File: src/rtl/xgmac_link_ctrl_if.sv
// ---------------------------------------------------------------------------
// xgmac_link_ctrl_if
//   Signal bundle between the 10G link sequencer and the PHY / MAC it controls.
//   master : the sequencer (observes PHY status, drives PHY reset and MAC enables)
//   slave  : the PHY/MAC side (drives status, observes reset/enables/link state)
//   Signals:
//     restart        one-cycle request to restart the bring-up sequence
//     resetdone      PHY transceiver reset complete
//     core_status    PHY status, bit0 = PCS block lock
//     signal_detect  optics signal present
//     tx_fault       optics transmit fault
//     xphy_reset     reset to the PHY reset/interface logic
//     mac_tx_enable  MAC transmit enable
//     mac_rx_enable  MAC receive enable
//     link_up        link declared up
//     link_change    one-cycle pulse on every link_up edge
//     link_fault     retry budget exhausted
//     retry_cnt      retries since last link-up
//     ctrl_state     sequencer state encoding (debug)
// ---------------------------------------------------------------------------
interface xgmac_link_ctrl_if;
  logic       restart;
  logic       resetdone;
  logic [7:0] core_status;
  logic       signal_detect;
  logic       tx_fault;
  logic       xphy_reset;
  logic       mac_tx_enable;
  logic       mac_rx_enable;
  logic       link_up;
  logic       link_change;
  logic       link_fault;
  logic [2:0] retry_cnt;
  logic [2:0] ctrl_state;

  modport master (
    input  restart, resetdone, core_status, signal_detect, tx_fault,
    output xphy_reset, mac_tx_enable, mac_rx_enable, link_up, link_change,
           link_fault, retry_cnt, ctrl_state
  );

  modport slave (
    output restart, resetdone, core_status, signal_detect, tx_fault,
    input  xphy_reset, mac_tx_enable, mac_rx_enable, link_up, link_change,
           link_fault, retry_cnt, ctrl_state
  );
endinterface

File: src/rtl/xgmac_link_ctrl.sv
// ---------------------------------------------------------------------------
// xgmac_link_ctrl
//   Link bring-up / recovery sequencer for the 10G MAC+PHY path (clk156).
//   Pulses the PHY reset, waits for transceiver reset completion, qualifies
//   PCS block lock over a stability window, then enables the MAC. Loss of
//   lock or faults restart the sequence with a bounded retry budget.
//   Ports:
//     clk156  core clock, 156.25 MHz
//     reset   synchronous, active-high
//     bus     xgmac_link_ctrl_if.master (PHY status in, PHY reset / MAC
//             enables / link status out)
// ---------------------------------------------------------------------------
module xgmac_link_ctrl #(
  parameter int RST_CYCLES   = 16,
  parameter int DONE_TIMEOUT = 65535,
  parameter int LOCK_CYCLES  = 1024,
  parameter int LOSS_CYCLES  = 256,
  parameter int MAX_RETRY    = 7,
  parameter int CNT_W        = 20
) (
  input  logic                clk156,
  input  logic                reset,
  xgmac_link_ctrl_if.master   bus
);

  typedef enum logic [2:0] {
    ST_RST_PHY   = 3'd0,
    ST_WAIT_DONE = 3'd1,
    ST_WAIT_LOCK = 3'd2,
    ST_LINK_UP   = 3'd3,
    ST_LOSS      = 3'd4,
    ST_FAULT     = 3'd5
  } state_e;

  localparam logic [CNT_W-1:0] RST_LAST  = CNT_W'(RST_CYCLES - 1);
  localparam logic [CNT_W-1:0] TMO_LAST  = CNT_W'(DONE_TIMEOUT - 1);
  localparam logic [CNT_W-1:0] LOCK_LAST = CNT_W'(LOCK_CYCLES - 1);
  localparam logic [CNT_W-1:0] LOSS_LAST = CNT_W'(LOSS_CYCLES - 1);
  localparam logic [2:0]       RETRY_MAX = 3'(MAX_RETRY);
  localparam logic [CNT_W-1:0] CNT_ZERO  = {CNT_W{1'b0}};

  state_e           state_q, state_d;
  logic [CNT_W-1:0] cnt_q, cnt_d, cnt_nx_s;
  logic [CNT_W-1:0] tmo_q, tmo_d, tmo_nx_s;
  logic [2:0]       retry_q, retry_d;
  logic             link_change_q, link_change_d;
  logic             lock_ok_s;
  logic             clear_s;
  logic             unused_s;

  // Counters stick at all-ones rather than wrapping.
  function automatic logic [CNT_W-1:0] sat_inc(input logic [CNT_W-1:0] v);
    return (v == {CNT_W{1'b1}}) ? v : v + CNT_W'(1);
  endfunction

  // link_up is asserted in LINK_UP and while riding out a short LOSS.
  function automatic logic link_up_of(input state_e s);
    return (s == ST_LINK_UP) || (s == ST_LOSS);
  endfunction

  assign lock_ok_s = bus.core_status[0] & bus.signal_detect & ~bus.tx_fault;
  assign unused_s  = ^bus.core_status[7:1];

  // Next-state, counter and retry-budget logic.
  always_comb begin
    state_d  = state_q;
    cnt_nx_s = cnt_q;
    tmo_nx_s = tmo_q;
    retry_d  = retry_q;
    if (bus.restart) begin
      state_d = ST_RST_PHY;
      retry_d = 3'd0;
    end else if (!bus.resetdone &&
                 ((state_q == ST_WAIT_LOCK) || (state_q == ST_LINK_UP) ||
                  (state_q == ST_LOSS))) begin
      state_d = ST_RST_PHY;
    end else begin
      case (state_q)
        ST_RST_PHY: begin
          if (cnt_q == RST_LAST) begin
            state_d = ST_WAIT_DONE;
          end else begin
            cnt_nx_s = sat_inc(cnt_q);
          end
        end
        ST_WAIT_DONE: begin
          if (bus.resetdone) begin
            state_d = ST_WAIT_LOCK;
          end else if (tmo_q == TMO_LAST) begin
            if (retry_q == RETRY_MAX) begin
              state_d = ST_FAULT;
            end else begin
              retry_d = retry_q + 3'd1;
              state_d = ST_RST_PHY;
            end
          end else begin
            tmo_nx_s = sat_inc(tmo_q);
          end
        end
        ST_WAIT_LOCK: begin
          // Link-up wins over a timeout landing in the same cycle.
          if (lock_ok_s && (cnt_q == LOCK_LAST)) begin
            state_d = ST_LINK_UP;
            retry_d = 3'd0;
          end else if (tmo_q == TMO_LAST) begin
            if (retry_q == RETRY_MAX) begin
              state_d = ST_FAULT;
            end else begin
              retry_d = retry_q + 3'd1;
              state_d = ST_RST_PHY;
            end
          end else begin
            cnt_nx_s = lock_ok_s ? sat_inc(cnt_q) : CNT_ZERO;
            tmo_nx_s = sat_inc(tmo_q);
          end
        end
        ST_LINK_UP: begin
          if (!lock_ok_s) begin
            state_d = ST_LOSS;
          end else begin
            state_d = ST_LINK_UP;
          end
        end
        ST_LOSS: begin
          if (lock_ok_s) begin
            state_d = ST_LINK_UP;
            retry_d = 3'd0;
          end else if (cnt_q == LOSS_LAST) begin
            state_d = ST_WAIT_LOCK;
          end else begin
            cnt_nx_s = sat_inc(cnt_q);
          end
        end
        ST_FAULT: begin
          state_d = ST_FAULT;
        end
        default: begin
          state_d = ST_RST_PHY;
        end
      endcase
    end
    // Any state change (or restart, which may stay in RST_PHY) restarts both counters.
    clear_s       = bus.restart || (state_d != state_q);
    cnt_d         = clear_s ? CNT_ZERO : cnt_nx_s;
    tmo_d         = clear_s ? CNT_ZERO : tmo_nx_s;
    link_change_d = link_up_of(state_d) != link_up_of(state_q);
  end

  // State, counter and link_change registers.
  always_ff @(posedge clk156) begin
    if (reset) begin
      state_q       <= ST_RST_PHY;
      cnt_q         <= CNT_ZERO;
      tmo_q         <= CNT_ZERO;
      retry_q       <= 3'd0;
      link_change_q <= 1'b0;
    end else begin
      state_q       <= state_d;
      cnt_q         <= cnt_d;
      tmo_q         <= tmo_d;
      retry_q       <= retry_d;
      link_change_q <= link_change_d;
    end
  end

  assign bus.xphy_reset    = (state_q == ST_RST_PHY);
  assign bus.mac_tx_enable = link_up_of(state_q);
  assign bus.link_up       = link_up_of(state_q);
  assign bus.mac_rx_enable = (state_q == ST_LINK_UP);
  assign bus.link_fault    = (state_q == ST_FAULT);
  assign bus.link_change   = link_change_q;
  assign bus.retry_cnt     = retry_q;
  assign bus.ctrl_state    = state_q;

endmodule
File: src/flat_wrapper.sv
// flat-port wrapper written by rule: the top's interface ports become plain ports
module xgmac_link_ctrl_flat 
#(
  parameter int RST_CYCLES   = 16,
  parameter int DONE_TIMEOUT = 65535,
  parameter int LOCK_CYCLES  = 1024,
  parameter int LOSS_CYCLES  = 256,
  parameter int MAX_RETRY    = 7,
  parameter int CNT_W        = 20
)
  (clk156, reset, bus_restart, bus_resetdone, bus_core_status, bus_signal_detect, bus_tx_fault, bus_xphy_reset, bus_mac_tx_enable, bus_mac_rx_enable, bus_link_up, bus_link_change, bus_link_fault, bus_retry_cnt, bus_ctrl_state);
  xgmac_link_ctrl_if bus_i ();
  input  logic clk156;
  input  logic reset;
  input wire logic [$bits(bus_i.restart)-1:0] bus_restart;
  input wire logic [$bits(bus_i.resetdone)-1:0] bus_resetdone;
  input wire logic [$bits(bus_i.core_status)-1:0] bus_core_status;
  input wire logic [$bits(bus_i.signal_detect)-1:0] bus_signal_detect;
  input wire logic [$bits(bus_i.tx_fault)-1:0] bus_tx_fault;
  output wire logic [$bits(bus_i.xphy_reset)-1:0] bus_xphy_reset;
  output wire logic [$bits(bus_i.mac_tx_enable)-1:0] bus_mac_tx_enable;
  output wire logic [$bits(bus_i.mac_rx_enable)-1:0] bus_mac_rx_enable;
  output wire logic [$bits(bus_i.link_up)-1:0] bus_link_up;
  output wire logic [$bits(bus_i.link_change)-1:0] bus_link_change;
  output wire logic [$bits(bus_i.link_fault)-1:0] bus_link_fault;
  output wire logic [$bits(bus_i.retry_cnt)-1:0] bus_retry_cnt;
  output wire logic [$bits(bus_i.ctrl_state)-1:0] bus_ctrl_state;
  assign bus_i.restart = bus_restart;
  assign bus_i.resetdone = bus_resetdone;
  assign bus_i.core_status = bus_core_status;
  assign bus_i.signal_detect = bus_signal_detect;
  assign bus_i.tx_fault = bus_tx_fault;
  assign bus_xphy_reset = bus_i.xphy_reset;
  assign bus_mac_tx_enable = bus_i.mac_tx_enable;
  assign bus_mac_rx_enable = bus_i.mac_rx_enable;
  assign bus_link_up = bus_i.link_up;
  assign bus_link_change = bus_i.link_change;
  assign bus_link_fault = bus_i.link_fault;
  assign bus_retry_cnt = bus_i.retry_cnt;
  assign bus_ctrl_state = bus_i.ctrl_state;
  xgmac_link_ctrl #(.RST_CYCLES(RST_CYCLES), .DONE_TIMEOUT(DONE_TIMEOUT), .LOCK_CYCLES(LOCK_CYCLES), .LOSS_CYCLES(LOSS_CYCLES), .MAX_RETRY(MAX_RETRY), .CNT_W(CNT_W)) u_core (.clk156(clk156), .reset(reset), .bus(bus_i));
endmodule
File: config.mk
export PLATFORM = sky130hd
export DESIGN_NAME = xgmac_link_ctrl_flat
export DESIGN_NICKNAME = d
export VERILOG_FILES = /design/src/rtl/xgmac_link_ctrl_if.sv /design/src/rtl/xgmac_link_ctrl.sv /design/src/flat_wrapper.sv
export SDC_FILE = /design/constraint.sdc
export NUM_CORES = 1
export LEC_CHECK = 0
export ABC_AREA = 1
export CAP_MARGIN = 0
export CORE_ASPECT_RATIO = 0.9
export CORE_UTILIZATION = 35
export CTS_CLUSTER_SIZE = 30
export DETAILED_ROUTE_END_ITERATION = 8
export HOLD_SLACK_MARGIN = 0.08
export PLACE_DENSITY = 0.59
export SLEW_MARGIN = 10
export SYNTH_ARGS = -nofsm -noshare
export SYNTH_HDL_FRONTEND = slang
export SYNTH_SLANG_ARGS = --single-unit
File: constraint.sdc
create_clock -name clk156 -period 2 [get_ports clk156]
set_input_delay 0.2 -clock clk156 [delete_from_list [all_inputs] [get_ports clk156]]
set_output_delay 0.2 -clock clk156 [all_outputs]
set_load 0.02 [all_outputs]
==> results.md <==
- Share of cells above drive strength 1: 31.7%
- Int Pwr: 1.50 mW
- Area delta synth->final: 43.9%
- Slowest cell delay on critical path: 0.37 ns
- Final wirelength: 10.3 mm
- Switching Share: 22.1%
- Row cnt: 34
- Fin crit share: 104%
- Power Density: 379 nW/um2
- Total Power: 1.93 mW
- Critical path type: flip-flop to flip-flop
- Clock Power Share: 43.9%
- Post-synth top cells: 142 x nand2_1, 81 x inv_1, 72 x nor2_1
- Non-filler cells, final: 808
- Mean Syn Cell Area: 6.17 um2
- Slew Viols, Final: 0
- Syn Inst Count: 574
- Fillers: 905
- Clock Pin Slew Worst Setup and Hold Paths: 0.09 ns
- Count of final setup violators: 33
- RSZ-0062 raised after global routing: yes
- # IOs: 26
- Hold_buf cts: 0
- LEAKAGE: 2.18 nW
- Grt total ovfl: 0
- GRT Util Overall: 19.9%
- DRT Pass-1 Iters: 6
- IO buf count: 18
- Critical path startpoint category: flip-flop
- Synth top area share: 26.6%
- Post-synthesis compound-gate area fraction: 11.0%
- Setup TNS: -2.01 ns
- Outcome: finished with violations
- Largest family of logic cells by synthesized area: simple AND/OR/NAND/NOR gates
- Antenna cells: 0
- Area share of and/or/nand/nor cells after synthesis: 40.2%
- Logic gate share of total power: 7.6%
- Design area: 5090 um2
- Worst VDD drop: 0.265 mV
- Routability congestion estimate from global placement: 0.905
- Via count: 3944
- Syn Std Cell Area: 3540 um2
- Tmin final: 2.08 ns
- Dpl cells: 776
- H-tree depth: 2
- Top FF cell, synth: dfxtp_1
- Crit path DAT: 2.27 ns
- Initial core utilization: 36.3%
- Post-synthesis sequential area ratio: 26.6%
- Final Skew: 0.0116 ns
- Wire per inst: 12.8 um
- Clock tree from TritonCTS: yes
- WP data required: 2.20 ns
- Critical path peak fanout: 13
- Reg2reg path depth: 14
- Cell taking the most area after synthesis: dfxtp_1
- Post-DP Area: 4390 um2
- Final hold vios: 0
- Mux cell area share after synthesis: 0.283%
- Skew-Pair Late Insertion Delay: 0.31 ns
- Fin nets: 699
- Largest cells by area after synthesis: dfxtp_1 27%, nand2_1 15%, inv_1 8.6%, nor2_1 7.6%, nor2_2 5.8%
- Starting DRT DRC Count: 223
- PnR worst setup slack: -0.0758 ns
- Cells along the critical path: ha_4, nand3_4, inv_2, nand2_1, nor2_2, nand3_2, nand4_1, nand2_1, nand2_1, nand2_2, nand3_4, buf_6, buf_12, nor2_2
- Post-synth EDFFs: 0
- Die H: 97.4 um
- CTS Buffer Depth: 2
- Net switching power: 428 uW
- Post-synthesis register bit count: 47
- Async SR Flop Fraction: 0%
- Vias per Instance: 4.88
- First-pass GRT wire length: 17.0 mm
- Number of max-cap violations: 0
- Hold Path Depth: 2
- Antenna violations before repair: 0
- Vias in the first global route: 3780
- Most frequent CP cell: nand2_1
- Clock sink total: 47
- Core Region: 9740 um2
- Routed Antenna Nets: 0
- Synth Warn #: 0
- Adder-Cell Fraction of Synth Area: 1.41%
- CP max stage cell: dfxtp_2
- Hold/Removal Path Class: flip-flop to flip-flop
- Maximum clock frequency: 482 MHz
- Synth unique cells: 36
- DRC violations left: 0
- Clk root buf: clkbuf_8
- Largest net degree at the start of global routing: 23
- Post-DP HPWL: 7.01 mm
- Crit end category: flip-flop
- CTS Buf Count: 5
- Failing checks: setup timing
- Max_slew headroom: 68.5%
- Xor/xnor share of the synthesized area: 8.17%
- Worst-margin pin slew: 0.469 ns
- Sequential share of power: 48.6%
- Die width: 108 um
- Die area: 10500 um2
- Post-layout util: 52.3%
- Post-Syn Nets: 592
- Most instantiated library cell after synthesis: nand2_1
layout make-up:
type	instances	area, um2	share of cell area, %
sequential	47	962	18.9
timing repair buffer	119	1110	21.8
tap	126	158	3.10
inverter	85	327	6.41
clock buffer	6	72.6	1.43
multi-input combinational	423	2400	47.2
clock inverter	2	60.1	1.18
layer usage:
metal | track usage (%) | up-vias | wire [um]
met3 | 3.22 | 19 | 532
met5 | 0 | - | 0
met4 | 6.32 | 0 | 201
met1 | 26.8 | 1808 | 4830
met2 | 32.2 | 99 | 4760
li1 | - | 2018 | -
cell families (layout without fill, tap and decap cells):
| group | count (synthesis) | after routing |
|---|---|---|
| AOI/OAI and AO/OA | 65 | 65 |
| xor gates and xnor gates | 33 | 33 |
| muxes | 1 | 1 |
| adders and majority gates | 4 | 4 |
| and+or+nand+nor | 320 | 320 |
| DFF | 47 | 47 |
| buffers and inverters | 104 | 212 |
layout by cell type (no fill, tap or decap), types with 3 or more instances in the layout:
cell	count
clkbuf_16	3
nand2_1	130
nor3_1	14
buf_6	5
inv_2	5
nand3_2	5
a22oi_1	7
nor4_1	3
nand3_1	26
nand2_2	14
nor2_1	57
inv_1	78
a21oi_1	12
dfxtp_1	30
nor2_4	9
buf_12	5
o21ai_0	31
clkbuf_8	5
o21ai_1	3
nand4_1	11
xnor2_1	10
clkdlybuf4s50_1	16
nand3_4	4
nor2_2	40
xor2_1	23
dfxtp_2	17
buf_4	86
per-stage QoR:
step | hold WS, ns | setup WS, ns
2_1_floorplan | 0.272 | 0.0181
3_3_place_gp | 0.485 | -0.226
3_5_place_dp | 0.499 | -0.316
4_1_cts | 0.515 | -0.00892
5_1_grt | 0.546 | -0.187
6_report | 0.510 | -0.0758
final timing paths:
check	from	end	slack [ns]
max	u_core.cnt_q[1]	u_core.tmo_q[0]	-0.08
min	u_core.bus.retry_cnt[0]	u_core.bus.retry_cnt[0]	0.51
max reg2reg	u_core.cnt_q[1]	u_core.tmo_q[0]	-0.08
min reg2reg	u_core.bus.retry_cnt[0]	u_core.bus.retry_cnt[0]	0.51
state kept, by name (all words and copies together), names as in the netlist:
| register | count |
|---|---|
| u_core.bus.ctrl_state | 3 |
| u_core.bus.link_change | 1 |
| u_core.bus.retry_cnt | 3 |
| u_core.cnt_q | 20 |
| u_core.tmo_q | 20 |
power groups by stage:
stage | clock [mW] | combinational, mW | sequential, mW
2_1_floorplan | 0 | 0.0597 | 0.961
3_3_place_gp | 0 | 0.101 | 0.960
3_5_place_dp | 0 | 0.102 | 0.960
4_1_cts | 0.872 | 0.123 | 0.939
5_1_grt | 0.910 | 0.156 | 0.939
6_report | 0.848 | 0.146 | 0.938
worst max-delay path: cells and delay by family (launching register included):
family	cells	cell delay, ns
buf+inv	3	0.36
flops	1	0.37
simple gates	10	1.08
fa+ha+maj	1	0.16
what timing repair did:
action | 4_1_cts | 5_1_grt
resized for setup | 46 | 48
pin swaps | 0 | 15
setup endpoints to repair | 42 | 43
cloned | 2 | 3
setup buffers | 13 | 10
(Power assumes the default switching activity.)
